<file path="src/rtl/serial_pkg.sv">
// Shared definitions for the enable-qualified serial bit path (tx and rx).
// SERIAL_TX_PARITY_EN appends an even-parity bit to every frame.
package serial_pkg;

  localparam int unsigned DEFAULT_WIDTH = 8;

  typedef enum logic [1:0] {
    ST_IDLE  = 2'd0,
    ST_SHIFT = 2'd1,
    ST_DONE  = 2'd2
  } state_t;

  // Bits per frame: data word plus the optional parity bit.
  function automatic int unsigned frame_len(input int unsigned width);
`ifdef SERIAL_TX_PARITY_EN
    return width + 1;
`else
    return width;
`endif
  endfunction

endpackage

</file>
<file path="src/rtl/serial_bit_tx_if.sv">
// Load handshake, bit-rate tick and serial output bundle of serial_bit_tx.
interface serial_bit_tx_if #(
  parameter int unsigned WIDTH = serial_pkg::DEFAULT_WIDTH
) ();

  logic [WIDTH-1:0] data_in;
  logic             load_valid;
  logic             load_ready;
  logic             tick;
  logic             d_out;
  logic             en_out;
  logic             busy;
  logic             done;

  modport master (
    output data_in, load_valid, tick,
    input  load_ready, d_out, en_out, busy, done
  );

  modport slave (
    input  data_in, load_valid, tick,
    output load_ready, d_out, en_out, busy, done
  );

endinterface

</file>
<file path="src/rtl/tx_bit_counter.sv">
// Emitted-bit counter: clear, tick-qualified increment, terminal count at LIMIT-1.
// Saturates at LIMIT so it can never wrap back into a live frame.
module tx_bit_counter #(
  parameter int unsigned LIMIT = 8
) (
  input  logic clk,
  input  logic reset,
  input  logic clear,
  input  logic inc,
  output logic tc_c
);

  localparam int unsigned CW = $clog2(LIMIT + 1);

  logic [CW-1:0] count;

  always_ff @(posedge clk) begin
    if (reset) begin
      count <= '0;
    end else if (clear) begin
      count <= '0;
    end else if (inc && (count != CW'(LIMIT))) begin
      count <= count + CW'(1);
    end
  end

  assign tc_c = (count == CW'(LIMIT - 1));

endmodule

</file>
<file path="src/rtl/serial_bit_tx.sv">
// Parallel-to-serial transmitter: LSB-first, one bit per tick with an en_out strobe.
// Optional even parity bit after the MSB under SERIAL_TX_PARITY_EN.
module serial_bit_tx
  import serial_pkg::*;
#(
  parameter int unsigned WIDTH = DEFAULT_WIDTH
) (
  input logic           clk,
  input logic           reset,
  serial_bit_tx_if.slave bus
);

  localparam int unsigned FRAME = frame_len(WIDTH);

  state_t           state, state_nxt;
  logic [FRAME-1:0] shreg, shreg_nxt;
  logic [FRAME-1:0] load_word;
  logic             last_q, last_nxt;
  logic             d_q, d_nxt;
  logic             en_q, en_nxt;
  logic             busy_q, busy_nxt;
  logic             done_q, done_nxt;
  logic             cnt_clr, cnt_inc, cnt_tc;

  // Parity is frozen at load so later data_in changes cannot disturb it.
`ifdef SERIAL_TX_PARITY_EN
  assign load_word = {^bus.data_in, bus.data_in};
`else
  assign load_word = bus.data_in;
`endif

  tx_bit_counter #(
    .LIMIT (FRAME)
  ) u_cnt (
    .clk   (clk),
    .reset (reset),
    .clear (cnt_clr),
    .inc   (cnt_inc),
    .tc_c  (cnt_tc)
  );

  always_ff @(posedge clk) begin
    if (reset) begin
      state  <= ST_IDLE;
      shreg  <= '0;
      last_q <= 1'b0;
      d_q    <= 1'b0;
      en_q   <= 1'b0;
      busy_q <= 1'b0;
      done_q <= 1'b0;
    end else begin
      state  <= state_nxt;
      shreg  <= shreg_nxt;
      last_q <= last_nxt;
      d_q    <= d_nxt;
      en_q   <= en_nxt;
      busy_q <= busy_nxt;
      done_q <= done_nxt;
    end
  end

  // last_q marks that the final bit is on the wire; the next cycle enters DONE.
  always_comb begin
    state_nxt = state;
    shreg_nxt = shreg;
    last_nxt  = last_q;
    d_nxt     = d_q;
    en_nxt    = 1'b0;
    done_nxt  = 1'b0;
    cnt_clr   = 1'b0;
    cnt_inc   = 1'b0;

    unique case (state)
      ST_IDLE: begin
        if (bus.load_valid) begin
          shreg_nxt = load_word;
          cnt_clr   = 1'b1;
          last_nxt  = 1'b0;
          state_nxt = ST_SHIFT;
        end
      end
      ST_SHIFT: begin
        if (last_q) begin
          done_nxt  = 1'b1;
          last_nxt  = 1'b0;
          state_nxt = ST_DONE;
        end else if (bus.tick) begin
          d_nxt     = shreg[0];
          en_nxt    = 1'b1;
          shreg_nxt = {1'b0, shreg[FRAME-1:1]};
          cnt_inc   = 1'b1;
          last_nxt  = cnt_tc;
        end
      end
      ST_DONE: begin
        state_nxt = ST_IDLE;
      end
      default: begin
        state_nxt = ST_IDLE;
      end
    endcase

    busy_nxt = (state_nxt != ST_IDLE);
  end

  assign bus.load_ready = (state == ST_IDLE) && !reset;
  assign bus.d_out      = d_q;
  assign bus.en_out     = en_q;
  assign bus.busy       = busy_q;
  assign bus.done       = done_q;

endmodule
</file>
<file path="src/flat_wrapper.sv">
// flat-port wrapper written by rule: the top's interface ports become plain ports
module serial_bit_tx_flat import serial_pkg::*;
#(
  parameter int unsigned WIDTH = DEFAULT_WIDTH
)
  (clk, reset, bus_data_in, bus_load_valid, bus_tick, bus_load_ready, bus_d_out, bus_en_out, bus_busy, bus_done);
  serial_bit_tx_if #(.WIDTH(WIDTH)) bus_i ();
  input logic clk;
  input logic reset;
  input wire logic [$bits(bus_i.data_in)-1:0] bus_data_in;
  input wire logic [$bits(bus_i.load_valid)-1:0] bus_load_valid;
  input wire logic [$bits(bus_i.tick)-1:0] bus_tick;
  output wire logic [$bits(bus_i.load_ready)-1:0] bus_load_ready;
  output wire logic [$bits(bus_i.d_out)-1:0] bus_d_out;
  output wire logic [$bits(bus_i.en_out)-1:0] bus_en_out;
  output wire logic [$bits(bus_i.busy)-1:0] bus_busy;
  output wire logic [$bits(bus_i.done)-1:0] bus_done;
  assign bus_i.data_in = bus_data_in;
  assign bus_i.load_valid = bus_load_valid;
  assign bus_i.tick = bus_tick;
  assign bus_load_ready = bus_i.load_ready;
  assign bus_d_out = bus_i.d_out;
  assign bus_en_out = bus_i.en_out;
  assign bus_busy = bus_i.busy;
  assign bus_done = bus_i.done;
  serial_bit_tx #(.WIDTH(WIDTH)) u_core (.clk(clk), .reset(reset), .bus(bus_i));
endmodule
</file>
<file path="config.mk">
export PLATFORM = sky130hd
export DESIGN_NAME = serial_bit_tx_flat
export DESIGN_NICKNAME = d
export VERILOG_FILES = /design/src/rtl/serial_pkg.sv /design/src/rtl/serial_bit_tx_if.sv /design/src/rtl/tx_bit_counter.sv /design/src/rtl/serial_bit_tx.sv /design/src/flat_wrapper.sv
export SDC_FILE = /design/constraint.sdc
export NUM_CORES = 1
export LEC_CHECK = 0
export CORE_AREA = 2 2 55 57
export DETAILED_ROUTE_END_ITERATION = 16
export DIE_AREA = 0 0 57 59
export PLACE_DENSITY = 0.62
export SLEW_MARGIN = 20
export SYNTH_ARGS = -nofsm -noshare
export SYNTH_HDL_FRONTEND = slang
export SYNTH_SLANG_ARGS = --single-unit
export TNS_END_PERCENT = 100
</file>
<file path="constraint.sdc">
create_clock -name clk -period 1.69 [get_ports clk]
set_clock_uncertainty 0.15 [all_clocks]
set_input_delay 0.338 -clock clk [delete_from_list [all_inputs] [get_ports clk]]
set_output_delay 0.338 -clock clk [all_outputs]
set_load 0.01 [all_outputs]
</file>
Yosys cells after proc, flatten, opt, wreduce, memory -nomap -nowiden
Cells that the tools add are included.
Operators by class
  add/subtract/negate cells: 1
  multiply operators: 0
  divide/modulo/power cells: 0
  $lt $le $gt $ge: 0
  equality and inequality tests: 6
  shift-type cells: 0
  mux-type cells: 17
  bitwise logic cells: 2
  reduce and logical (&&, ||, !) cells: 11
Operators by type and width (number)
  $mux W8: 3
  $pmux W8 S2: 1
  $mux W1: 9
  $ne A2 B2 Y1 const B: 3
  $add A4 B1 Y4 const B: 1
  $eq A4 B3 Y1 const B: 1
  $mux W2: 2
  $ne A4 B4 Y1 const B: 1
  $pmux W2 S2: 1
  $reduce_and A4 Y1: 1
  $reduce_bool A2 Y1: 2
  $reduce_or A2 Y1: 2
  $reduce_and A3 Y1: 1
  $eq A2 B1 Y1 const B: 1
  $logic_and A1 B1 Y1: 2
  $logic_not A2 Y1: 1
  $not A1 Y1: 2
  $pmux W1 S2: 1
  $reduce_and A2 Y1: 1
  $logic_not A1 Y1: 1
Word-level totals
  flip-flop bits (word level): 19
  latch bits: 0
  RAM bits: 0
  ROM bits: 0
  bits of input ports: 12
  output and inout bits: 5
  word-level logic and storage cells: 45
  memories kept: 0

Depth between registers and ports, before layout
  depth after elaboration: 4
  gate-level depth with buffers: 5
  gate-level depth less buffers: 5

By module
Synthesis repeated with hierarchy kept, for this count alone.
Unflattened totals
  cells, all modules: 92
  area total of the unflattened synthesis: 940.9 um^2
Modules (own cells, without submodules)
  serial_bit_tx: times used 1, cells an instance 66, area each 703.2 um^2, sequential area each 300.3 um^2
  tx_bit_counter: times used 1, cells an instance 26, area each 237.7 um^2, sequential area each 80.1 um^2

Worst setup path before layout
Ideal clock, no wire load.
  path type: flip-flop to flip-flop
  from: register u_core.state[0]
  to: register u_core.u_cnt.count[3]
  library setup time: 0.119 ns
  data arrival time: 1.145 ns
  required time: 1.421 ns
  slack: 0.276 ns
  cell stages (with the launch flop): 6
  buffers on the path: 2
  period minus slack after synthesis: 1.414 ns
  path through: dfxtp_1 -> buf_6 -> buf_12 -> or3b_2 -> nand3_1 -> mux2i_1
Between the ends
  longest elaborated chain between the ends: 3
  elaborated cells on any way between the ends: 6
  those cells by class: eq/ne: 1; mux: 2; reduce/logical: 3
Ends and longest elaborated chain
  from (decl): line serial_bit_tx.sv:15  | state_t state, state_nxt;
  from (signal assigned): line serial_bit_tx.sv:52  | state <= state_nxt;
  $eq A2 B1 Y1 or $logic_not A2 Y1 (tied branches): line serial_bit_tx.sv:73  | unique case (state)
  $mux W1: line serial_bit_tx.sv:73
  $logic_and A1 B1 Y1 or $reduce_or A2 Y1 (tied branches)
  to (signal assigned): line tx_bit_counter.sv:23  | count <= count + CW'(1);
  to (decl): line tx_bit_counter.sv:15  | logic [CW-1:0] count;
Parallel ways exist; a longest one is shown, timed or not.
A chain may end at the register's enable or synchronous reset.

Worst setup path after layout
  from: register u_core.busy_q (netlist: u_core.bus.busy)
  to: output bus_busy
RTL lines
  from (decl): line serial_bit_tx.sv:21  | logic busy_q, busy_nxt;
  from (signal assigned): line serial_bit_tx.sv:57  | busy_q <= busy_nxt;
  to (decl): line flat_wrapper.sv:16  | output wire logic [$bits(bus_i.busy)-1:0] bus_busy;
No word-level cell between the ends.

==> out/results.ini <==
[setup_path]
critical_path.max_stage_delay_ns = 0.52
critPathTopFamily = buffers and inverters
cp_max_fo = 1
crit_buf_inv = 1
slowest_stage = clkdlybuf4s50_1
required_ns = 1.20
crit_path_start_kind = flip-flop
cp.arrival_ns = 1.14
cp-end-kind = output pin
path_class = flip-flop to output pin
path_cells = clkdlybuf4s50_1

[sta]
period_share = 0.9610
setup_viol = 0
slew_viol_final = 0
holdWs_ns = 0.3200
rsz0062_at_grt = no
relSlewSlack = 0.7426
fmax_ghz = 0.6157
worst_pin_slew_ns = 0.3763
hold_violations = 0
fin_crit_ns = 1.624

[power]
vdd_drop_max_mv = 0.3357
p_sw_frac = 0.2486
seq_power_share = 0.566
p_switching_mw = 0.2108
p_total_mw = 0.8480
internal_power_mw = 0.6371
p_leak_nw = 0.4661
clock_power_share = 0.269
power_density_mw_per_mm2 = 750.5
power_frac_comb = 0.165

[floorplan]
start_util = 0.3440
rows = 19
coreArea_mm2 = 0.002710
die_h_um = 59
io-pin-count = 17
dieArea_mm2 = 0.003363
die_w_um = 57

[clock_network]
cts.sinks = 19
cts.path.max_buffers = 2
path_clk_slew_ns = 0.10
htree_levels = 1
clock_latency_ns = 0.29
hold_buffers = 0
cts_inserted_buffers = 3
cts_setup_buffers = 0
cts-root-buf = clkbuf_4
cts_tree = yes

[detailed_routing]
via_per_inst = 5.360
dr.pass1.iters = 4
finalWirelength_mm = 1.756
wl_met1_um = 882
wl_per_cell_um = 12.63
met2_wirelength_um = 775
ant_nets = 0
drc_errors = 0
vias = 745
top_layer = met4
wl_met3_um = 75
drt-initial-drc-count = 8

[global_route]
grt_max_degree = 19
antenna_found_initial = 0
grt_pass1_wl_mm = 3.049
first_global_vias = 691
grtUsageTotal = 0.1160
gr-total-overflow = 0

[logic_synthesis]
synth_top_flop_cell = dfxtp_1
yosys_warnings = 0
synth_edf_count = 0
ys_ff_latch = 19
avgSynthCellArea_um2 = 10.24
syn_nets = 105
async_flop_share = 0
seq_area_frac_synth = 0.4081
synth.distinct_cells = 30
synthCells = 91
netlist_area_um2 = 932.1

[place]
dp_hpwl_mm = 1.224
portBuffers = 16
place_congestion = 0.7063

[finish]
syn_to_final_growth_pct = 21.21
layout_common_cells = 19 x dfxtp_1, 12 x clkdlybuf4s50_1, 8 x mux2i_1
drive_above_1_share = 0.1389
layout.cells.most_common = dfxtp_1
fin_nets = 123
n_antenna_cell = 0

[hold_path]
min_path_type = flip-flop to flip-flop

[status]
run_status = completed

[job]
maxCapViolCount = 0

==> Yosys cell counts (2+ instances only) <==
master	n	area, µm²
dfxtp_1	19	380.4
mux2i_1	8	80.08
a2111oi_0	7	61.31
a31o_1	7	61.31
nor3_1	6	30.03
a21oi_1	5	25.02
a21o_1	3	22.52
inv_1	3	11.26
nand2_1	3	11.26
nand3_1	3	15.01
buf_4	2	15.01
buf_6	2	22.52
clkbuf_1	2	7.510
ha_1	2	25.02
nand3b_1	2	15.01
nand4b_1	2	17.52
o21ai_0	2	10.01
==> power by group through the flow <==
stage	clock, mW	sequential, mW	combinational (mW)
6_report	0.228	0.480	0.140
5_1_grt	0.264	0.483	0.153
4_1_cts	0.247	0.480	0.142
3_5_place_dp	0	0.490	0.142
3_3_place_gp	0	0.490	0.141
2_1_floorplan	0	0.488	0.0988
==> metrics by stage <==
stage	util	cells	worst slack (ns)	area [µm²]	setup TNS, ns
detailed placement	0.4063	135	-0.2849	1101	-2.244
global placement	0.4063	135	-0.2260	1101	-2.194
floorplan	-	91	0.2761	932.1	0
global route	0.4169	139	0.02048	1130	0
finish	0.4169	139	0.06591	1130	0
CTS	0.4160	139	0.002764	1127	0
==> kinds of logic (layout without fill, tap and decap cells) <==
family                   after synthesis  in the layout  synth area share
AND/OR/NAND/NOR                       23             23            0.1638
AO/OA/AOI/OAI                         27             27            0.2228
buffers and inverters                 12             29           0.09260
adder cells (fa/ha/maj)                2              2           0.02684
multiplexers                           8              8           0.08591
flip-flops                            19             19            0.4080
==> final cells by class <==
| type | instances | area (µm²) |
|---|---|---|
| Clock buffer | 4 | 26.28 |
| Fill cell | 279 | 1580 |
| Inverter | 3 | 11.26 |
| Multi-Input combinational cell | 60 | 465.4 |
| Sequential cell | 19 | 380.4 |
| Tap cell | 31 | 38.79 |
| Timing Repair Buffer | 22 | 207.7 |
==> sequential cells by signal, indices dropped and copies added (netlist names) <==
signal	count
u_core.bus.busy	1
u_core.bus.d_out	1
u_core.bus.done	1
u_core.bus.en_out	1
u_core.last_q	1
u_core.shreg	8
u_core.state	2
u_core.u_cnt.count	4
==> metal layers <==
metal  vias up  global-route usage
li1        381                   -
met1       346              0.1457
met2        14              0.1839
met3         4             0.03057
met4         0             0.05980
met5         -                   0
==> final timing paths <==
| path | start | slack, ns | end | cells past startpoint |
|---|---|---|---|---|
| worst max-delay path | u_core.bus.busy$_SDFF_PP0_ | 0.07 | bus_busy | 1 |
| worst min-delay path | u_core.shreg[0]$_SDFFE_PP0P_ | 0.32 | u_core.bus.d_out$_SDFFE_PP0P_ | 2 |
| worst max register to register | u_core.last_q$_SDFFE_PP0P_ | 0.15 | u_core.shreg[7]$_SDFFE_PP0P_ | 3 |
| worst min register to register | u_core.shreg[0]$_SDFFE_PP0P_ | 0.32 | u_core.bus.d_out$_SDFFE_PP0P_ | 2 |
==> worst min-delay path, cell delays in order, from the launching register on <==
cell and delay (ns):
dfxtp_1 0.33, nand2_1 0.05, a21oi_1 0.05
==> timing repair <==
item | in CTS | in global routing
setup endpoints to repair | 1 | 4
gates cloned | 0 | 0
gates resized for setup | 2 | 4
No activity file was read; power rests on OpenSTA's default activity.
